--- config.mk ---
export PLATFORM = sky130hd
export DESIGN_NAME = ufm_serial_responder
export DESIGN_NICKNAME = d
export VERILOG_FILES = /design/src/rtl/ufm_pkg.sv /design/src/rtl/ufm_edge_sync.sv /design/src/rtl/ufm_serial_responder.sv
export SDC_FILE = /design/constraint.sdc
export NUM_CORES = 1
export LEC_CHECK = 0
export ABC_AREA = 1
export CAP_MARGIN = 40
export CORE_AREA = 8 8 149 151
export CTS_CLUSTER_SIZE = 12
export DETAILED_ROUTE_END_ITERATION = 10
export DIE_AREA = 0 0 157 159
export GPL_ROUTABILITY_DRIVEN = 0
export PLACE_DENSITY_LB_ADDON = 0.12
export SKIP_CTS_REPAIR_TIMING = 1
export SYNTH_ARGS = -nofsm -noshare
export SYNTH_HDL_FRONTEND = slang
export SYNTH_SLANG_ARGS = --single-unit
--- constraint.sdc ---
create_clock -name clk -period 4.14 [get_ports clk]
set_input_delay 0.414 -clock clk [delete_from_list [all_inputs] [get_ports clk]]
set_output_delay 0.414 -clock clk [all_outputs]
set_load 0.005 [all_outputs]
--- src/rtl/ufm_pkg.sv ---
// Shared constants for the UFM serial responder: default widths, FSM encoding
// and the fill value driven onto the data register when no word is available.
package ufm_pkg;

  localparam int unsigned AW_DEFAULT = 23;
  localparam int unsigned DW_DEFAULT = 32;

  localparam logic FILL_BIT = 1'b1;

  localparam logic [1:0] ST_IDLE  = 2'd0;
  localparam logic [1:0] ST_FETCH = 2'd1;
  localparam logic [1:0] ST_READY = 2'd2;

endpackage

--- src/rtl/ufm_edge_sync.sv ---
// Multi-flop synchronizer for an asynchronous serial clock, followed by a
// registered rising-edge detector producing a one-cycle pulse in the clk domain.
module ufm_edge_sync #(
  parameter int unsigned SYNC = 2
) (
  input  logic clk,
  input  logic rst,
  input  logic d,
  output logic rise
);

  logic [SYNC-1:0] sr;
  logic            prev;

  always_ff @(posedge clk) begin
    if (rst) begin
      sr   <= '0;
      prev <= 1'b0;
      rise <= 1'b0;
    end else begin
      sr   <= {sr[SYNC-2:0], d};
      prev <= sr[SYNC-1];
      rise <= sr[SYNC-1] & ~prev;
    end
  end

endmodule

--- src/rtl/ufm_serial_responder.sv ---
// Serial address/data register front end that prefetches one memory word per
// address update and serves it through a shift register on drclk.
module ufm_serial_responder
  import ufm_pkg::*;
#(
  parameter int unsigned AW   = AW_DEFAULT,
  parameter int unsigned DW   = DW_DEFAULT,
  parameter int unsigned SYNC = 2
) (
  input  logic          clk,
  input  logic          rst,
  input  logic          arclk,
  input  logic          arshft,
  input  logic          ardin,
  input  logic          drclk,
  input  logic          drshft,
  input  logic          drdin,
  output logic          drout,
  output logic [AW-1:0] mem_addr,
  output logic          mem_rd,
  input  logic [DW-1:0] mem_rdata,
  input  logic          mem_valid,
  output logic          busy,
  output logic          err
);

  logic ar_rise;
  logic dr_rise;

  ufm_edge_sync #(.SYNC(SYNC)) u_arclk_sync (
    .clk  (clk),
    .rst  (rst),
    .d    (arclk),
    .rise (ar_rise)
  );

  ufm_edge_sync #(.SYNC(SYNC)) u_drclk_sync (
    .clk  (clk),
    .rst  (rst),
    .d    (drclk),
    .rise (dr_rise)
  );

  // Data pins only need the synchronizer chain; no edge detection.
  logic [SYNC-1:0] arshft_sr, ardin_sr, drshft_sr, drdin_sr;
  logic            arshft_s, ardin_s, drshft_s, drdin_s;

  always_ff @(posedge clk) begin
    if (rst) begin
      arshft_sr <= '0;
      ardin_sr  <= '0;
      drshft_sr <= '0;
      drdin_sr  <= '0;
    end else begin
      arshft_sr <= {arshft_sr[SYNC-2:0], arshft};
      ardin_sr  <= {ardin_sr[SYNC-2:0],  ardin};
      drshft_sr <= {drshft_sr[SYNC-2:0], drshft};
      drdin_sr  <= {drdin_sr[SYNC-2:0],  drdin};
    end
  end

  assign arshft_s = arshft_sr[SYNC-1];
  assign ardin_s  = ardin_sr[SYNC-1];
  assign drshft_s = drshft_sr[SYNC-1];
  assign drdin_s  = drdin_sr[SYNC-1];

  logic [AW-1:0] addr;
  logic [DW-1:0] dr;
  logic [DW-1:0] pbuf;
  logic [1:0]    state;
  logic [1:0]    outst;
  logic [1:0]    outst_nxt;
  logic          take_valid;

  // Reads issued but not yet answered. Only the newest read may complete a
  // fetch, so a response is taken only when it is the single one outstanding
  // and no newer read is being issued in the same cycle.
  always_comb begin
    outst_nxt = outst;
    if (mem_rd && !(mem_valid && outst != 2'd0)) begin
      if (outst != 2'd3) outst_nxt = outst + 2'd1;
    end else if (!mem_rd && mem_valid && outst != 2'd0) begin
      outst_nxt = outst - 2'd1;
    end
  end

  assign take_valid = mem_valid && (state == ST_FETCH) && !mem_rd && (outst == 2'd1);

  always_ff @(posedge clk) begin
    if (rst) begin
      addr   <= '0;
      dr     <= {DW{FILL_BIT}};
      pbuf   <= '0;
      state  <= ST_IDLE;
      outst  <= 2'd0;
      mem_rd <= 1'b0;
      err    <= 1'b0;
    end else begin
      outst <= outst_nxt;

      if (ar_rise) begin
        addr   <= arshft_s ? {addr[AW-2:0], ardin_s} : addr + AW'(1);
        state  <= ST_FETCH;
        mem_rd <= 1'b1;
      end else begin
        mem_rd <= 1'b0;
        if (take_valid) begin
          pbuf  <= mem_rdata;
          state <= ST_READY;
        end
      end

      // Loads look at the registered state, i.e. the state before any
      // address update taking effect on this same edge.
      if (dr_rise) begin
        if (!drshft_s) begin
          if (state == ST_READY) begin
            dr <= pbuf;
          end else begin
            dr  <= {DW{FILL_BIT}};
            err <= 1'b1;
          end
        end else begin
          dr <= {dr[DW-2:0], drdin_s};
        end
      end
    end
  end

  assign mem_addr = addr;
  assign busy     = (state == ST_FETCH);
  assign drout    = dr[DW-1];

endmodule

=== Word level (Yosys, flattened, before mapping) ===
Index checks and enable logic that the tools add are counted.

* Register bits after elaboration: 109
* Bits in latches: 0
* RAM bits: 0
* ROM bits: 0
* Input bits: 41
* Word-level logic and storage cells: 58
* Memories kept: 0

* $add $sub $neg: 3
* Multiply operators: 0
* Divide/modulo/power cells: 0
* Magnitude comparators: 0
* Equality and inequality tests: 5
* Shifts and indexed selects: 0
* Mux-type cells: 9
* Bitwise gates (word level): 7
* Reductions and logical operators: 16

{| class="wikitable"
|+ Operators by type and width
! operator !! number
|-
| $mux 32 || 2
|-
| $add 23x1->23 const B || 1
|-
| $mux 23 || 1
|-
| $logic_and 1x1->1 || 7
|-
| $mux 2 || 3
|-
| $reduce_bool 2->1 || 3
|-
| $not 1->1 || 5
|-
| $eq 2x1->1 const B || 2
|-
| $reduce_and 2->1 || 2
|-
| $mux 1 || 3
|-
| $reduce_and 3->1 || 1
|-
| $add 2x1->2 const B || 1
|-
| $and 1x1->1 || 2
|-
| $eq 2x2->1 const B || 1
|-
| $logic_not 1->1 || 2
|-
| $ne 2x1->1 const B || 1
|-
| $ne 2x2->1 const B || 1
|-
| $reduce_or 2->1 || 1
|-
| $sub 2x1->2 const B || 1
|}

=== Logic depth before layout (Yosys ltp) ===
Gate-level depths: netlist of the first run.

* Depth in word-level cells: 6
* Gate-level depth with buffers: 10

=== Cells and area by module ===
From an unflattened synthesis of the first run, not the netlist that was laid out.

* Cells, all modules: 670
* Area total of the unflattened synthesis: 4,924.7 um^2

{| class="wikitable"
|+ By module, submodules not included
! module !! instances !! cells an instance !! area each (um^2) !! sequential area each (um^2)
|-
| ufm_serial_responder || 1 || 646 || 4,694.5 || 2,021.9
|-
| ufm_edge_sync || 2 || 12 || 115.1 || 80.1
|}

=== Worst setup path after synthesis of the first run ===
OpenSTA, ideal clock, no wires.

* Kind: register to register
* From: reg addr[0], in the netlist mem_addr[0]
* To: reg addr[20], in the netlist mem_addr[20]
* Setup time: 0.112 ns
* Arrival time: 1.287 ns
* Required time: 4.028 ns
* Setup slack: 2.741 ns
* Stages on the path, launching flop included: 11
* Buffers on the path: 0
* Period minus slack after synthesis: 1.399 ns
* Cells stage by stage: dfxtp_1 > ha_1 > inv_1 > nor2_4 > nand2_4 > nor2_4 > nand2_1 > nand2_1 > nand3_1 > nand2_1 > nand2_1

* Cells in the longest elaborated chain, start to end: 2

{| class="wikitable"
|+ Ends and longest elaborated chain
! item !! RTL line !! RTL
|-
| from (decl) || ufm_serial_responder.sv:67 || <nowiki>logic [AW-1:0] addr;</nowiki>
|-
| from (signal assigned) || ufm_serial_responder.sv:102 || <nowiki>addr <= arshft_s ? {addr[AW-2:0], ardin_s} : addr + AW'(1);</nowiki>
|-
| $add 23x1->23 || ufm_serial_responder.sv:102 ||
|-
| $mux 23 || ufm_serial_responder.sv:102 ||
|}

Every way passes these cells.
A chain may end at the register's enable or synchronous reset.

=== Worst setup path after layout of the first run ===
* From: in mem_valid
* To: reg pbuf[29]

* Cells in the longest elaborated chain, start to end: 4

{| class="wikitable"
|+ Ends and longest elaborated chain
! item !! RTL line !! RTL
|-
| from (decl) || ufm_serial_responder.sv:22 || <nowiki>input logic mem_valid,</nowiki>
|-
| $logic_and 1x1->1 (3 in a row) || ufm_serial_responder.sv:87 || <nowiki>assign take_valid = mem_valid && (state == ST_FETCH) && !mem_rd && (outst == 2'd1);</nowiki>
|-
| $reduce_and 2->1 (no source line) || n/a ||
|-
| to (signal assigned) || ufm_serial_responder.sv:108 || <nowiki>pbuf <= mem_rdata;</nowiki>
|-
| to (decl) || ufm_serial_responder.sv:69 || <nowiki>logic [DW-1:0] pbuf;</nowiki>
|}

Every way passes these cells.

==> impl_metrics.toml, run 1 <==
[synth]
syn_nets = 711
synth.top_cell.area_share_pct = 44.78
synth-async-reset-ratio_pct = 0
post_synth_instance_area_um2 = 4873
synth_common_cells = "109 x sky130_fd_sc_hd__dfxtp_1, 101 x sky130_fd_sc_hd__nor2_1, 78 x sky130_fd_sc_hd__o21ai_0, 77 x sky130_fd_sc_hd__nand2_1"
synth_area_leaders = "sky130_fd_sc_hd__dfxtp_1 45%, sky130_fd_sc_hd__o21ai_0 8.0%, sky130_fd_sc_hd__nor2_1 7.8%"
yosys_warnings = 0
synth_flop_cell = "sky130_fd_sc_hd__dfxtp_1"
ys_seq_elements = 109
mean_post_synth_cell_area_um2 = 7.317
ys_types = 31
synth_area_leader_cell = "sky130_fd_sc_hd__dfxtp_1"
most_numerous_cell_in_the_yosys_netlist = "sky130_fd_sc_hd__dfxtp_1"
edff_count_synth = 0
synth_cells = 666
seq_total_area_yosys_pct = 44.78

[worst_hold_path]
hold_class = "in -> reg"
hold_depth = 2
hold-path-endpoint = "u_arclk_sync.prev"
hp-start = "rst"

[clock_tree]
cts_max_path_buffers = 2
worst_skew_pair.late_latency_ns = 0.35
h-tree-depth = 3
cts_inserted_buffers = 9
clkSlewWorstSetupHoldPaths_ns = 0.07
clock_tree.root_cell = "sky130_fd_sc_hd__clkbuf_16"
clock_sink_count = 109
cts_tree = "done"

[floorplan]
dieArea_um2 = 24960
die_h_um = 159
core_um2 = 19840
ioPinCount = 68
floorplan.die.width_um = 157
floorplan.rows = 52
starting_density_pct = 24.56

[critical_path]
worst_setup_path_category = "in -> reg"
crit_path_top_delay_cell = "sky130_fd_sc_hd__nor2_4"
reg2regPathDepth = 6
worst-endpoint-required_ns = 4.38
worstPathCellList = "clkdlybuf4s50_1, nand4_4, nor2_4, inv_2, nor2_1, nor2_1"
critical-path-top-delay-family = "simple AND/OR/NAND/NOR gates"
critPathMostFrequentCell = "sky130_fd_sc_hd__nor2_1"
cp_slowest_stage_delay_ns = 0.64
critical_path.n_buffers_inverters = 2
reg2reg_to = "pbuf[29]"
cp.arrival_ns = 2.53
rrSetupSlack_ns = 1.88
critical_path.max_fanout = 34
critPathCaptureType = "flop"
r2r_start = "outst[0]"
crit_path_start_kind = "primary input"

[finish]
final_net_count = 759
area_delta_synth_final_pct = 24.62
final_cell_count_no_fill = 989
final_layout_size_suffix_gt1_share_pct = 7.650
diodes = 0
num-fill-cells = 2170

[grt]
grt_max_degree = 48
overall_routing_resource_usage_pct = 10.78
grt_antenna_before_repair = 0
first_global_vias = 4409
grt_overflow_total = 0
first_pass_grt_wire_length_um = 21960

[timing]
drv_slew = 0
fmax_mhz = 437.9
fin_worst_skew_ns = 0.009024
share_of_the_cycle_needed_by_the_critical_path_after_routing_pct = 55.16
grt_setup_unrepaired = "no"
tightest_slew_ns = 0.8235
fin_tns_setup_ns = 0
relSlewSlack_pct = 44.97
finalSetupViolations = 0
finalWorstPathRequiredPeriod_ns = 2.283
timing.final.hold_violations = 0

[placement]
io_buffers = 67
dp_hpwl_um = 8927
placedCellCount = 973

[drt]
drt_iter0_drc = 198
final_antenna_net_count = 0
vias = 4385
vias_per_cell = 4.434
final_wl_um = 13050
route.detailed.drc = 0
drtPass1Iterations = 4
wl_per_cell_um = 13.19

[run_status]
outcome = "finished clean"

[power]
power.density_cell_area_nw_per_um2 = 335.2
worst_ir_drop_vdd_uv = 176.2
cellLeakagePower_nw = 2.338

[run]
cap_viol_max_count = 0
-- per-stage QoR --
step                      setup WS (ns)  hold WS [ns]  utilization, %  total power [mW]  area [um2]
after floorplan                   2.741        0.3728               -             1.178        4873
after global placement            1.470        0.3789           28.71             1.246        5697
after detailed placement          1.420        0.3868           29.25             1.254        5804
after CTS                         1.789        0.3613           30.61             2.084        6073
after global routing              1.579        0.3908           30.61             2.140        6073
final                             1.857        0.3747           30.61             2.036        6073
-- power breakdown --
| part | total, mW | switching (mW) | internal [mW] |
|---|---|---|---|
| Combinational | 0.141 | 0.0737 | 0.0669 |
| Sequential | 1.09 | 0.0142 | 1.07 |
| Clock | 0.809 | 0.398 | 0.412 |
| Total | 2.04 | 0.485 | 1.55 |
-- worst max-delay path by stage --
stage / startpoint / endpoint / slack, ns / cells past startpoint
finish: mem_valid / pbuf[29] / 1.86 / 6
global route: outst[0] / pbuf[4] / 1.58 / 6
CTS: mem_valid / pbuf[29] / 1.79 / 6
detailed placement: mem_valid / pbuf[29] / 1.42 / 6
global placement: mem_valid / pbuf[9] / 1.47 / 6
floorplan: mem_addr[0] / mem_addr[20] / 2.74 / 10
-- cells by family after synthesis --
group                      synth area share, %
xor gates and xnor gates                0.7188
buffers and inverters                    8.780
adders and majority gates                1.027
AOI/OAI and AO/OA                        19.56
DFF                                      44.78
and+or+nand+nor                          25.13
-- cells in the final DEF, fill, tap and decap left out, drive strengths merged --
master / instances
xor2: 4
clkinv: 5
dfxtp: 109
o311ai: 1
o21ai: 121
inv: 60
nand2: 82
nand3: 31
buf: 10
a22oi: 1
clkbuf: 11
a31oi: 1
nor2: 113
ha: 4
nor3: 34
a211oi: 1
o22ai: 3
a21oi: 56
nand4: 6
clkdlybuf4s50: 66
-- per-layer routing --
layer | vias to the layer above | share of wire (%) | routed length (um) | global-route usage [%]
met2 | 61 | 45 | 5901 | 17.61
met1 | 2015 | 49 | 6414 | 13.51
li1 | 2292 | - | - | -
met3 | 17 | 3.8 | 500 | 2.253
met4 | 0 | 1.8 | 232 | 4.371
met5 | - | 0 | 0 | 0
-- layout make-up --
type | instances | area, um2 | share of cell area [%]
Multi-Input combinational cell | 458 | 2263 | 37.27
Sequential cell | 109 | 2182 | 35.93
Timing Repair Buffer | 76 | 795.8 | 13.10
Tap cell | 270 | 337.8 | 5.562
Clock buffer | 11 | 232.7 | 3.832
Inverter | 60 | 225.2 | 3.708
Clock inverter | 5 | 36.28 | 0.5974
Power figures use the tool's default switching activity.
==> run 2, diff against run 1 <==
==> constraint.sdc (replaced) <==
create_clock -name clk -period 1.85 [get_ports clk]
set_input_delay 0.185 -clock clk [delete_from_list [all_inputs] [get_ports clk]]
set_output_delay 0.185 -clock clk [all_outputs]
set_load 0.005 [all_outputs]
==> impl_metrics.toml, run 2 (synthesis gave the netlist of run 1 again) <==
[critical_path]
cp.arrival_ns = 1.41
cp_slowest_stage_delay_ns = 0.58
critical_path.max_fanout = 7
critPathCaptureType = "primary output"
crit_path_top_delay_cell = "sky130_fd_sc_hd__clkdlybuf4s50_1"
worst_setup_path_category = "reg -> out"
reg2reg_to = "mem_addr[18]"
worstPathCellList = "clkdlybuf4s50_1"
critical_path.n_buffers_inverters = 1
crit_path_start_kind = "flop"
worst-endpoint-required_ns = 1.66
r2r_start = "mem_addr[0]"
reg2regPathDepth = 10
rrSetupSlack_ns = 0.34
critical-path-top-delay-family = "buffers and inverters"

[drt]
drtPass1Iterations = 4
final_wl_um = 13370
vias_per_cell = 4.482
final_antenna_net_count = 0
route.detailed.drc = 0
wl_per_cell_um = 13.45
drt_iter0_drc = 239
vias = 4455

[clock_tree]
cts_inserted_buffers = 9
clkSlewWorstSetupHoldPaths_ns = 0.08
h-tree-depth = 3
worst_skew_pair.late_latency_ns = 0.35
clock_tree.root_cell = "sky130_fd_sc_hd__clkbuf_16"
clock_sink_count = 109
cts_max_path_buffers = 2
cts_tree = "done"

[floorplan]
core_um2 = 19840
ioPinCount = 68
starting_density_pct = 24.56
dieArea_um2 = 24960
floorplan.die.width_um = 157
floorplan.rows = 52
die_h_um = 159

[timing]
drv_slew = 0
final_layout_worst_hold_slack_ns = 0.09641
fin_worst_skew_ns = 0.01288
share_of_the_cycle_needed_by_the_critical_path_after_routing_pct = 85.99
relSlewSlack_pct = 58.75
grt_setup_unrepaired = "no"
worst_slack_ns = 0.2592
finalWorstPathRequiredPeriod_ns = 1.591
fmax_mhz = 628.6
tightest_slew_ns = 0.6178
timing.final.hold_violations = 0
fin_tns_setup_ns = 0
finalSetupViolations = 0

[grt]
first_global_vias = 4371
first_pass_grt_wire_length_um = 22180
overall_routing_resource_usage_pct = 10.86
grt_antenna_before_repair = 0
grt_max_degree = 34
grt_overflow_total = 0

[finish]
area_delta_synth_final_pct = 25.73
most-common-layout-cells = "109 x sky130_fd_sc_hd__dfxtp_1, 101 x sky130_fd_sc_hd__nor2_1, 78 x sky130_fd_sc_hd__o21ai_0"
final_layout_size_suffix_gt1_share_pct = 8.425
final_net_count = 764
layout.cells.most_common = "sky130_fd_sc_hd__dfxtp_1"
diodes = 0
num-fill-cells = 2157

[placement]
io_buffers = 67
pre_cts_ws_ns = 0.2080
dp_hpwl_um = 8925

[worst_hold_path]
hp-start = "rst"
hold_depth = 2
hold-path-endpoint = "mem_rd"
hold_class = "in -> reg"

[power]
cellInternalPower_mw = 3.483
worst_ir_drop_vdd_uv = 432.8
share_comb_of_total_power_pct = 7.1
cellLeakagePower_nw = 2.368
p_seq_share_pct = 52.6
sw_frac_of_total_pct = 24.51
power.net_switching_mw = 1.131
power.density_cell_area_nw_per_um2 = 752.9
power.share.clock_pct = 40.3

[run]
cap_viol_max_count = 0

[run_status]
outcome = "finished clean"
-- run 2: changes by cell type in the layout (fill, tap and decap cells not counted), sizes merged --
cell	change
buf	+5
inv	+1
clkinvlp	+1
clkinv	-1
clkbuf	-1
-- run 2: per-stage QoR --
stage                     power (mW)  instances  utilization, %  area [um2]
after global routing           4.847        994           30.88        6127
after floorplan                2.637        666               -        4873
after CTS                      4.707        994           30.88        6127
after detailed placement       2.812        978           29.49        5852
after global placement         2.793        975           29.07        5769
final                          4.613        994           30.88        6127
-- run 2: worst register-to-register path: stages, from the launching register on --
cell                      delay [ns]
sky130_fd_sc_hd__dfxtp_1        0.34
sky130_fd_sc_hd__ha_1           0.20
sky130_fd_sc_hd__inv_1          0.09
sky130_fd_sc_hd__nor2_4         0.19
sky130_fd_sc_hd__nand2_4        0.10
sky130_fd_sc_hd__nor2_4         0.16
sky130_fd_sc_hd__nand2_1        0.08
sky130_fd_sc_hd__nand2_1        0.06
sky130_fd_sc_hd__nand3_1        0.06
sky130_fd_sc_hd__nand2_1        0.08
sky130_fd_sc_hd__nand2_1        0.04
-- run 2: cell type report --
class	instances	area, um2	area share [%]
sequential	109	2182	35.61
timing repair buffer	81	843.3	13.76
clock buffer	10	229.0	3.737
inverter	60	225.2	3.676
clock inverter	6	46.29	0.7556
tap	270	337.8	5.514
multi-input combinational	458	2263	36.94
-- run 2: worst max path at each step --
stage / to / cells past startpoint / from
2_1_floorplan: mem_addr[20] / 10 / mem_addr[0]
3_3_place_gp: pbuf[1] / 6 / mem_valid
3_5_place_dp: pbuf[30] / 6 / mem_valid
4_1_cts: busy / 3 / state[0]
5_1_grt: pbuf[3] / 7 / outst[1]
6_report: mem_addr[14] / 1 / mem_addr[14]
-- run 2: power by group through the flow --
stage                     Combinational [mW]  Sequential (mW)  Clock [mW]
after floorplan                        0.161             2.48           0
after global placement                 0.311             2.48           0
after detailed placement               0.330             2.48           0
after CTS                              0.331             2.43        1.95
after global routing                   0.368             2.43        2.04
final                                  0.326             2.43        1.86
-- run 2: layer usage --
| metal | vias to the layer above | wire (um) | GRT usage [%] |
|---|---|---|---|
| li1 | 2306 | - | - |
| met1 | 2062 | 6700 | 14.81 |
| met2 | 76 | 5970 | 16.72 |
| met3 | 11 | 521 | 2.117 |
| met4 | 0 | 180 | 3.671 |
| met5 | - | 0 | 0 |
